<file path="src/rtl/nes_pad_emulator_if.sv">
// Pad-side signal bundle for the NES serial joypad emulator.
// The fixture/console side uses master; the emulator uses slave.
interface nes_pad_emulator_if #(
  parameter int NUM_BUTTONS = 8
);
  logic [NUM_BUTTONS-1:0] buttons;
  logic                   nes_latch;
  logic                   nes_pulse;
  logic                   nes_data;
  logic                   busy;
  logic                   frame_done;

  modport master (
    output buttons,
    output nes_latch,
    output nes_pulse,
    input  nes_data,
    input  busy,
    input  frame_done
  );

  modport slave (
    input  buttons,
    input  nes_latch,
    input  nes_pulse,
    output nes_data,
    output busy,
    output frame_done
  );
endinterface

</file>
<file path="src/rtl/nes_pad_emulator.sv">
// 4021-style NES joypad responder: captures the button vector while latch is
// high and shifts it out LSB first, active-low, one bit per pulse rising edge.
module nes_pad_emulator #(
  parameter int SYNC_STAGES = 2,
  parameter int NUM_BUTTONS = 8
) (
  input  logic               clk,
  input  logic               hard_reset,
  nes_pad_emulator_if.slave  pad
);

  localparam int CntW = $clog2(NUM_BUTTONS + 1);

  typedef enum logic [1:0] {
    StIdle,
    StLoad,
    StShift
  } state_e;

  logic [SYNC_STAGES-1:0] lat_sync_q;
  logic [SYNC_STAGES-1:0] pul_sync_q;
  logic                   lat_prev_q;
  logic                   pul_prev_q;
  logic                   lat_s;
  logic                   pul_s;
  logic                   lat_rise;
  logic                   lat_fall;
  logic                   pul_rise;

  state_e                 state_q;
  logic [NUM_BUTTONS-1:0] shreg_q;
  logic [CntW-1:0]        bit_cnt_q;

  // Synchronizers and one-flop edge detectors for the asynchronous console pins.
  always_ff @(posedge clk) begin
    if (hard_reset) begin
      lat_sync_q <= '0;
      pul_sync_q <= '0;
      lat_prev_q <= 1'b0;
      pul_prev_q <= 1'b0;
    end else begin
      lat_sync_q <= {lat_sync_q[SYNC_STAGES-2:0], pad.nes_latch};
      pul_sync_q <= {pul_sync_q[SYNC_STAGES-2:0], pad.nes_pulse};
      lat_prev_q <= lat_s;
      pul_prev_q <= pul_s;
    end
  end

  always_comb begin
    lat_s    = lat_sync_q[SYNC_STAGES-1];
    pul_s    = pul_sync_q[SYNC_STAGES-1];
    lat_rise = lat_s & ~lat_prev_q;
    lat_fall = ~lat_s & lat_prev_q;
    pul_rise = pul_s & ~pul_prev_q;
  end

  // nes_data trails shreg[0] by one register so the line is glitch-free.
  always_ff @(posedge clk) begin
    if (hard_reset) begin
      state_q        <= StIdle;
      shreg_q        <= '1;
      bit_cnt_q      <= '0;
      pad.nes_data   <= 1'b1;
      pad.busy       <= 1'b0;
      pad.frame_done <= 1'b0;
    end else begin
      pad.frame_done <= 1'b0;
      pad.nes_data   <= shreg_q[0];
      unique case (state_q)
        StIdle: begin
          if (lat_rise) begin
            state_q   <= StLoad;
            shreg_q   <= ~pad.buttons;
            bit_cnt_q <= '0;
            pad.busy  <= 1'b1;
          end
        end
        StLoad: begin
          bit_cnt_q <= '0;
          if (lat_s) begin
            shreg_q <= ~pad.buttons;
          end
          if (lat_fall) begin
            state_q <= StShift;
          end
        end
        StShift: begin
          // A new latch aborts the frame and takes priority over a coincident pulse.
          if (lat_rise) begin
            state_q   <= StLoad;
            shreg_q   <= ~pad.buttons;
            bit_cnt_q <= '0;
          end else if (pul_rise) begin
            shreg_q <= {1'b0, shreg_q[NUM_BUTTONS-1:1]};
            if (bit_cnt_q == CntW'(NUM_BUTTONS - 1)) begin
              bit_cnt_q      <= CntW'(NUM_BUTTONS);
              pad.frame_done <= 1'b1;
              pad.busy       <= 1'b0;
              state_q        <= StIdle;
            end else begin
              bit_cnt_q <= bit_cnt_q + 1'b1;
            end
          end
        end
        default: begin
          state_q  <= StIdle;
          pad.busy <= 1'b0;
        end
      endcase
    end
  end

endmodule
</file>
<file path="src/flat_wrapper.sv">
// flat-port wrapper written by rule: the top's interface ports become plain ports
module nes_pad_emulator_flat 
#(
  parameter int SYNC_STAGES = 2,
  parameter int NUM_BUTTONS = 8
)
  (clk, hard_reset, pad_buttons, pad_nes_latch, pad_nes_pulse, pad_nes_data, pad_busy, pad_frame_done);
  nes_pad_emulator_if #(.NUM_BUTTONS(NUM_BUTTONS)) pad_i ();
  input  logic clk;
  input  logic hard_reset;
  input wire logic [$bits(pad_i.buttons)-1:0] pad_buttons;
  input wire logic [$bits(pad_i.nes_latch)-1:0] pad_nes_latch;
  input wire logic [$bits(pad_i.nes_pulse)-1:0] pad_nes_pulse;
  output wire logic [$bits(pad_i.nes_data)-1:0] pad_nes_data;
  output wire logic [$bits(pad_i.busy)-1:0] pad_busy;
  output wire logic [$bits(pad_i.frame_done)-1:0] pad_frame_done;
  assign pad_i.buttons = pad_buttons;
  assign pad_i.nes_latch = pad_nes_latch;
  assign pad_i.nes_pulse = pad_nes_pulse;
  assign pad_nes_data = pad_i.nes_data;
  assign pad_busy = pad_i.busy;
  assign pad_frame_done = pad_i.frame_done;
  nes_pad_emulator #(.SYNC_STAGES(SYNC_STAGES), .NUM_BUTTONS(NUM_BUTTONS)) u_core (.clk(clk), .hard_reset(hard_reset), .pad(pad_i));
endmodule
</file>
<file path="config.mk">
export PLATFORM = sky130hd
export DESIGN_NAME = nes_pad_emulator_flat
export DESIGN_NICKNAME = d
export VERILOG_FILES = /design/src/rtl/nes_pad_emulator_if.sv /design/src/rtl/nes_pad_emulator.sv /design/src/flat_wrapper.sv
export SDC_FILE = /design/constraint.sdc
export NUM_CORES = 1
export LEC_CHECK = 0
export ABC_AREA = 1
export BUFFER_PORTS_ARGS = -buffer_cell sky130_fd_sc_hd__buf_2
export CAP_MARGIN = 15
export CORE_ASPECT_RATIO = 0.7
export CORE_MARGIN = 2
export CORE_UTILIZATION = 48
export DETAILED_ROUTE_END_ITERATION = 7
export PLACE_DENSITY = 0.69
export SYNTH_ARGS = -nofsm -noshare
export SYNTH_HDL_FRONTEND = slang
export SYNTH_SLANG_ARGS = --single-unit
</file>
<file path="constraint.sdc">
create_clock -name clk -period 1.6 [get_ports clk]
set_input_delay 0.16 -clock clk [delete_from_list [all_inputs] [get_ports clk]]
set_output_delay 0.16 -clock clk [all_outputs]
set_load 0.02 [all_outputs]
</file>
==> impl_metrics.ini, run 1 <==
[pwr]
seqPwrFrac_pct = 59.9
swShare_pct = 28.0
switching_power_mw = 0.294
power_mw = 1.05
pwr-share-clk_pct = 26.8
intPower_mw = 0.757
p_per_area_mw_per_mm2 = 908
vdd_drop_max_uv = 519
p_leak_nw = 0.540
comb_power_share_pct = 13.3

[sta]
finalHoldViolations = 0
layout_min_cycle_time_ns = 1.35
slew_viol_final = 0
max_slew.worst_pin.slew_ns = 0.324
tns_ns = 0
setup_viol = 0
worst_hold_slack_ns = 0.0212
rsz0062_at_grt = no
max_freq_ghz = 0.739
finalCritPeriodShare_pct = 84.6
finalClockSkew_ns = 0.00669
relSlewSlack_pct = 78.4

[setup_path]
path_delay_family = simple AND/OR/NAND/NOR gates
r2r_slack_ns = 0.25
arrival_ns = 1.56
crit_path_end_kind = flop
worst_setup_path_start_kind = flop
worstPathBufferInverterCount = 1
timing.rr.start = u_core.lat_sync_q[1]$_SDFF_PP0_
critPathMaxStageDelay_ns = 0.40
cp_max_fo = 9
cp_cell_sequence = nand2_1, nand3_1, nand2_2, nor2_4, inv_2, nand2_1, nand3_1
worst-path-stages = 7
critical_path_class = reg -> reg
slowest_stage = dfxtp_1
reg2reg_depth = 7
required_ns = 1.81
cp-startpoint = u_core.lat_sync_q[1]$_SDFF_PP0_

[floorplan]
die_x_um = 59.8
dieArea_mm2 = 0.00257
top_level_ports = 15
row_count = 14
die_y_um = 43.1
core_mm2 = 0.00210
start_util_pct = 49.8

[clocking]
cts_setup_buffers = 0
clkSlewWorstSetupHoldPaths_ns = 0.13
clk_latency_ns = 0.32
ctsResizeCount = 0
cts_tree = built
numCtsBuffers = 3
root_buffer = clkbuf_4
clockBufferDepth = 2
clock_sinks = 23
holdBufCountCts = 0
htreeDepth = 1

[global_routing]
grt_pass1_wl_mm = 3.49
grt_overflow = 0
grt_max_degree = 16
antenna_found_initial = 0
grtUsageTotal_pct = 18.0
grt_pass1_vias = 820

[finish]
nets = 181
n_antenna_cell = 0
layout_commonest_cell = nand2_1
stdcell_count = 191
syn2layout_area_growth_pct = 10.6
drive_gt1_share_pct = 17.4
post-route-cell-area_mm2 = 0.00116
final_cell_mix = 45 x nand2_1, 23 x dfxtp_1, 20 x nor2_1, 17 x nand3_1

[placement]
gp_congestion = 0.809
io_buffer_count = 14
place_inst = 187
dpl_cell_area_mm2 = 0.00113
dpl.hpwl_mm = 1.55

[run]
maxCapViolCount = 0

[synthesis]
ys_seq_area_share_pct = 44.0
syn_area_mm2 = 0.00105
ys_ff_latch = 23
avgSynthCellArea_um2 = 6.88
ys_warn_count = 0
syn_inst = 152
synth.distinct_cells = 19
synth_nets = 165

[detailed_routing]
drc = 0
ant_nets = 0
post_drt_wl_per_cell_um = 10.4
vias_per_cell = 4.92
first_iter_violations = 51
first_pass_iters = 4
drt-total-wl_mm = 1.99
vias = 940

[min_path]
hold_start = pad_nes_pulse
hold_path_class = in -> reg
hold_path_depth = 3

[status]
status = finished clean
-- synthesized netlist by cell type (all sizes together) --
| library cell | number | area, um2 |
|---|---|---|
| or2 | 2 | 12.5 |
| buf | 1 | 11.3 |
| dfxtp | 23 | 460 |
| clkbuf | 2 | 7.51 |
| nand3 | 18 | 95.1 |
| nand2 | 47 | 181 |
| nor4 | 1 | 6.26 |
| o211ai | 1 | 7.51 |
| o21ai | 10 | 50.1 |
| a21oi | 5 | 25.0 |
| nor2 | 23 | 109 |
| inv | 18 | 67.6 |
| ha | 1 | 12.5 |
-- state kept, by name, indices dropped and copies added (netlist names) --
signal,count
u_core.pad.busy,1
u_core.pul_sync_q,2
u_core.state_q,2
u_core.pul_prev_q,1
u_core.pad.frame_done,1
u_core.bit_cnt_q,4
u_core.shreg_q,8
u_core.pad.nes_data,1
u_core.lat_prev_q,1
u_core.lat_sync_q,2
-- power groups by stage --
stage | combinational (mW) | sequential [mW] | clock, mW
floorplan | 0.101 | 0.642 | 0
global placement | 0.138 | 0.641 | 0
detailed placement | 0.141 | 0.642 | 0
CTS | 0.141 | 0.629 | 0.293
global route | 0.163 | 0.634 | 0.319
finish | 0.140 | 0.629 | 0.282
-- worst min-delay path, stage by stage --
cell and delay, ns:
buf_2 0.09, inv_1 0.04, nor2_1 0.03
-- metal layers --
metal  part of all wire, %  track usage, %  up-vias
li1                      -               -      509
met1                    53            25.7      413
met2                    42            25.9       16
met3                   4.3            6.40        2
met4                  0.65            4.00        0
met5                     0               0        -
-- area by class of cell --
| class | count | area (um2) |
|---|---|---|
| flip-flops and latches | 23 | 460 |
| multi-input cells | 108 | 499 |
| clock inverters | 1 | 7.51 |
| fillers | 219 | 945 |
| well taps | 24 | 30.0 |
| inverters | 18 | 67.6 |
| clock buffers | 3 | 22.5 |
| repair buffers | 14 | 70.1 |
-- stage by stage --
| step | worst slack (ns) | util [%] |
|---|---|---|
| after floorplan | 0.455 | - |
| final | 0.247 | 55.1 |
| after CTS | 0.252 | 55.1 |
| after global routing | 0.0916 | 55.1 |
| after detailed placement | 0.275 | 53.6 |
| after global placement | 0.280 | 53.6 |
-- worst paths after layout --
path                                      to
max reg2reg   u_core.shreg_q[1]$_SDFFE_PP1P_
max           u_core.shreg_q[1]$_SDFFE_PP1P_
min          u_core.pul_sync_q[0]$_SDFF_PP0_
min reg2reg  u_core.pul_sync_q[1]$_SDFF_PP0_
-- kinds of logic (layout without fill, tap and decap cells) --
family / after synthesis / after routing / share of synthesized area [%]
compound gates: 16 / 16 / 7.89
fa+ha+maj: 1 / 1 / 1.20
buf+inv: 21 / 36 / 8.25
flops: 23 / 23 / 44.0
simple gates: 91 / 91 / 38.6
Power figures use the tool's default switching activity.
==> run 2, diff against run 1 <==
--- a/config.mk
+++ b/config.mk
@@ -5,14 +5,14 @@
 export SDC_FILE = /design/constraint.sdc
 export NUM_CORES = 1
 export LEC_CHECK = 0
-export ABC_AREA = 1
+export ABC_AREA = 0
 export BUFFER_PORTS_ARGS = -buffer_cell sky130_fd_sc_hd__buf_2
 export CAP_MARGIN = 15
 export CORE_ASPECT_RATIO = 0.7
 export CORE_MARGIN = 2
 export CORE_UTILIZATION = 48
 export DETAILED_ROUTE_END_ITERATION = 7
-export PLACE_DENSITY = 0.69
+export PLACE_DENSITY = 0.72
 export SYNTH_ARGS = -nofsm -noshare
 export SYNTH_HDL_FRONTEND = slang
 export SYNTH_SLANG_ARGS = --single-unit
==> constraint.sdc (replaced) <==
create_clock -name clk -period 1.2 [get_ports clk]
set_input_delay 0.12 -clock clk [delete_from_list [all_inputs] [get_ports clk]]
set_output_delay 0.12 -clock clk [all_outputs]
set_load 0.02 [all_outputs]
==> run 2 against run 1 <==
  * The run now ends with setup timing left
  * Sequential cell count is the same
  * Clock power grew 28%
  * Die area shrank 8.1%
  * Sequential power grew 29%
  * First-iteration DRC count shrank 65%
  * Utilization grew 11 points
  * Fmax shrank 5.3%
  * Hold slack lost 0.0071 ns
  * Design area grew 7.2%
  * Non-clock buffer count grew 20
  * Synthesized area shrank 8.9%
==> impl_metrics.ini, run 2 <==
[sta]
finalHoldViolations = 0
finalCritPeriodShare_pct = 119
max_slew.worst_pin.slew_ns = 0.404
fin_ws_ns = -0.228
max_freq_ghz = 0.700
setup_viol = 12
rsz0062_at_grt = yes
tns_ns = -1.35
slew_viol_final = 0
worst_hold_slack_ns = 0.0140
relSlewSlack_pct = 73.1
layout_min_cycle_time_ns = 1.43
finalClockSkew_ns = 0.00699

[synthesis]
ys_warn_count = 0
syn_area_um2 = 953
ys_seq_area_share_pct = 48.3
async_reset_ff_share_pct = 0
ys.flop_type = dfxtp_1
synth_edf_count = 0
yosys.area.top_type = dfxtp_1
synth_nets = 119
ys_ff_latch = 23
synth.distinct_cells = 31
synth.area.top_cells = dfxtp_1 48%, o21ai_0 12%, a21oi_1 7.3%, nor2b_1 4.6%, nor2_1 2.0%
syn_inst = 106
ys_top_cells_by_count = 23 x dfxtp_1, 23 x o21ai_0, 14 x a21oi_1
yosys.area.top_type_share_pct = 48.3
avgSynthCellArea_um2 = 8.99

[pwr]
p_leak_nw = 0.491
p_per_area_mw_per_mm2 = 1070
vdd_drop_max_uv = 972

[finish]
n_antenna_cell = 0
syn2layout_area_growth_pct = 30.2
nets = 153
largest_reg_flops = 8
final_cell_mix = 19 x o21ai_0, 18 x buf_4, 18 x dfxtp_1, 14 x a21oi_1, 14 x buf_2
top_regs = u_core.shreg_q: 8 flops, u_core.bit_cnt_q: 4 flops
layout_commonest_cell = o21ai_0
regMostFlops = u_core.shreg_q
drive_gt1_share_pct = 36.0

[detailed_routing]
first_iter_violations = 18
drt-met1-wl_mm = 1.11
post_drt_wl_per_cell_um = 13.7
vias = 873
wl_met2_um = 992
drt-total-wl_mm = 2.21
drc = 0
top_layer = met4
wl_met3_um = 95
vias_per_cell = 5.42
ant_nets = 0
first_pass_iters = 4

[setup_path]
worst_setup_path_start_kind = flop
crit_path_end_kind = flop
critical_path_class = reg -> reg
required_ns = 1.45
cp_max_fo = 5
arrival_ns = 1.68

[floorplan]
dieArea_mm2 = 0.00236
die_y_um = 41.3
start_util_pct = 51.0
die_x_um = 57.3
top_level_ports = 15
row_count = 13
core_mm2 = 0.00187

[min_path]
hold_path_class = in -> reg

[global_routing]
grt_max_degree = 24
grtUsageTotal_pct = 20.1
grt_pass1_wl_mm = 3.39
grt_pass1_vias = 755
antenna_found_initial = 0
grt_overflow = 0

[placement]
gp_congestion = 0.882
dpl.hpwl_mm = 1.54
io_buffer_count = 14
post-place-ws_ns = -0.210

[run]
maxCapViolCount = 0

[clocking]
clk_latency_ns = 0.32
clock_sinks = 23
clkSlewWorstSetupHoldPaths_ns = 0.13
root_buffer = clkbuf_4
cts_tree = built
clockBufferDepth = 2
numCtsBuffers = 3
htreeDepth = 1

[status]
violations = setup timing
status = finished, violations left
[run 2: cell count changes after synthesis, moves of 3 or more]
cell,before,now
a21oi_1,5,14
inv_1,14,1
inv_2,4,0
nand2_1,45,3
nand3_1,17,0
nor2_1,20,5
nor2_4,3,0
nor2b_1,0,7
o21ai_0,8,23
[run 2: kinds of logic after synthesis]
kind of cell	count (synthesis)	share of synthesized area [%]
AOI/OAI and AO/OA	43	24.9
and+or+nand+nor	33	22.3
DFF	23	48.3
buffers and inverters	6	3.15
adders and majority gates	1	1.31
[run 2: worst paths after layout]
| path | slack [ns] | start | endpoint | cells past startpoint |
|---|---|---|---|---|
| setup / recovery | -0.23 | u_core.state_q[0]$_SDFFE_PP0P_ | u_core.bit_cnt_q[3]$_SDFFE_PP0P_ | 4 |
| hold reg to reg | 0.46 | u_core.lat_sync_q[0]$_SDFF_PP0_ | u_core.lat_sync_q[1]$_SDFF_PP0_ | 1 |
| setup reg to reg | -0.23 | u_core.state_q[0]$_SDFFE_PP0P_ | u_core.bit_cnt_q[3]$_SDFFE_PP0P_ | 4 |
| hold / removal | 0.01 | pad_nes_pulse | u_core.pul_sync_q[0]$_SDFF_PP0_ | 2 |
[run 2: critical path: stages (launching register included)]
cell	delay (ns)
dfxtp_4	0.38
and4bb_4	0.33
o21ai_2	0.07
or4b_1	0.47
a21oi_1	0.13
[run 2: cell type report]
class / instances / area [um2]
Clock buffer: 3 / 22.5
Clock inverter: 1 / 5.00
Fill cell: 165 / 629
Inverter: 1 / 3.75
Multi-Input combinational cell: 77 / 487
Sequential cell: 23 / 469
Tap cell: 22 / 27.5
Timing Repair Buffer: 34 / 226
[run 2: what timing repair did]
item / CTS / global route
pin swaps: 1 / 4
cloned: 0 / 1
setup buffers: 0 / 1
setup endpoints to repair: 14 / 14
hold endpoints to repair: 1 / 0
resized for setup: 8 / 5
hold buffers: 1 / 0
[run 2: layer usage]
metal	GRT usage, %	vias to the layer above
li1	-	443
met1	23.8	412
met2	36.2	16
met3	6.48	2
met4	6.40	0
met5	0	-
[run 2: metrics by stage]
step / instance area, um2 / total power, mW / instances / utilization [%]
after floorplan: 962 / 0.909 / 106 / -
after global placement: 1160 / 0.964 / 154 / 62.1
after detailed placement: 1160 / 0.969 / 154 / 62.1
after CTS: 1220 / 1.33 / 159 / 65.0
after global routing: 1240 / 1.37 / 161 / 66.4
final: 1240 / 1.32 / 161 / 66.4
[run 2: where the power goes]
part           total [mW]  switching [mW]  internal, mW
Sequential          0.812          0.0171         0.795
Clock               0.360           0.236         0.125
Combinational       0.152          0.0735        0.0783
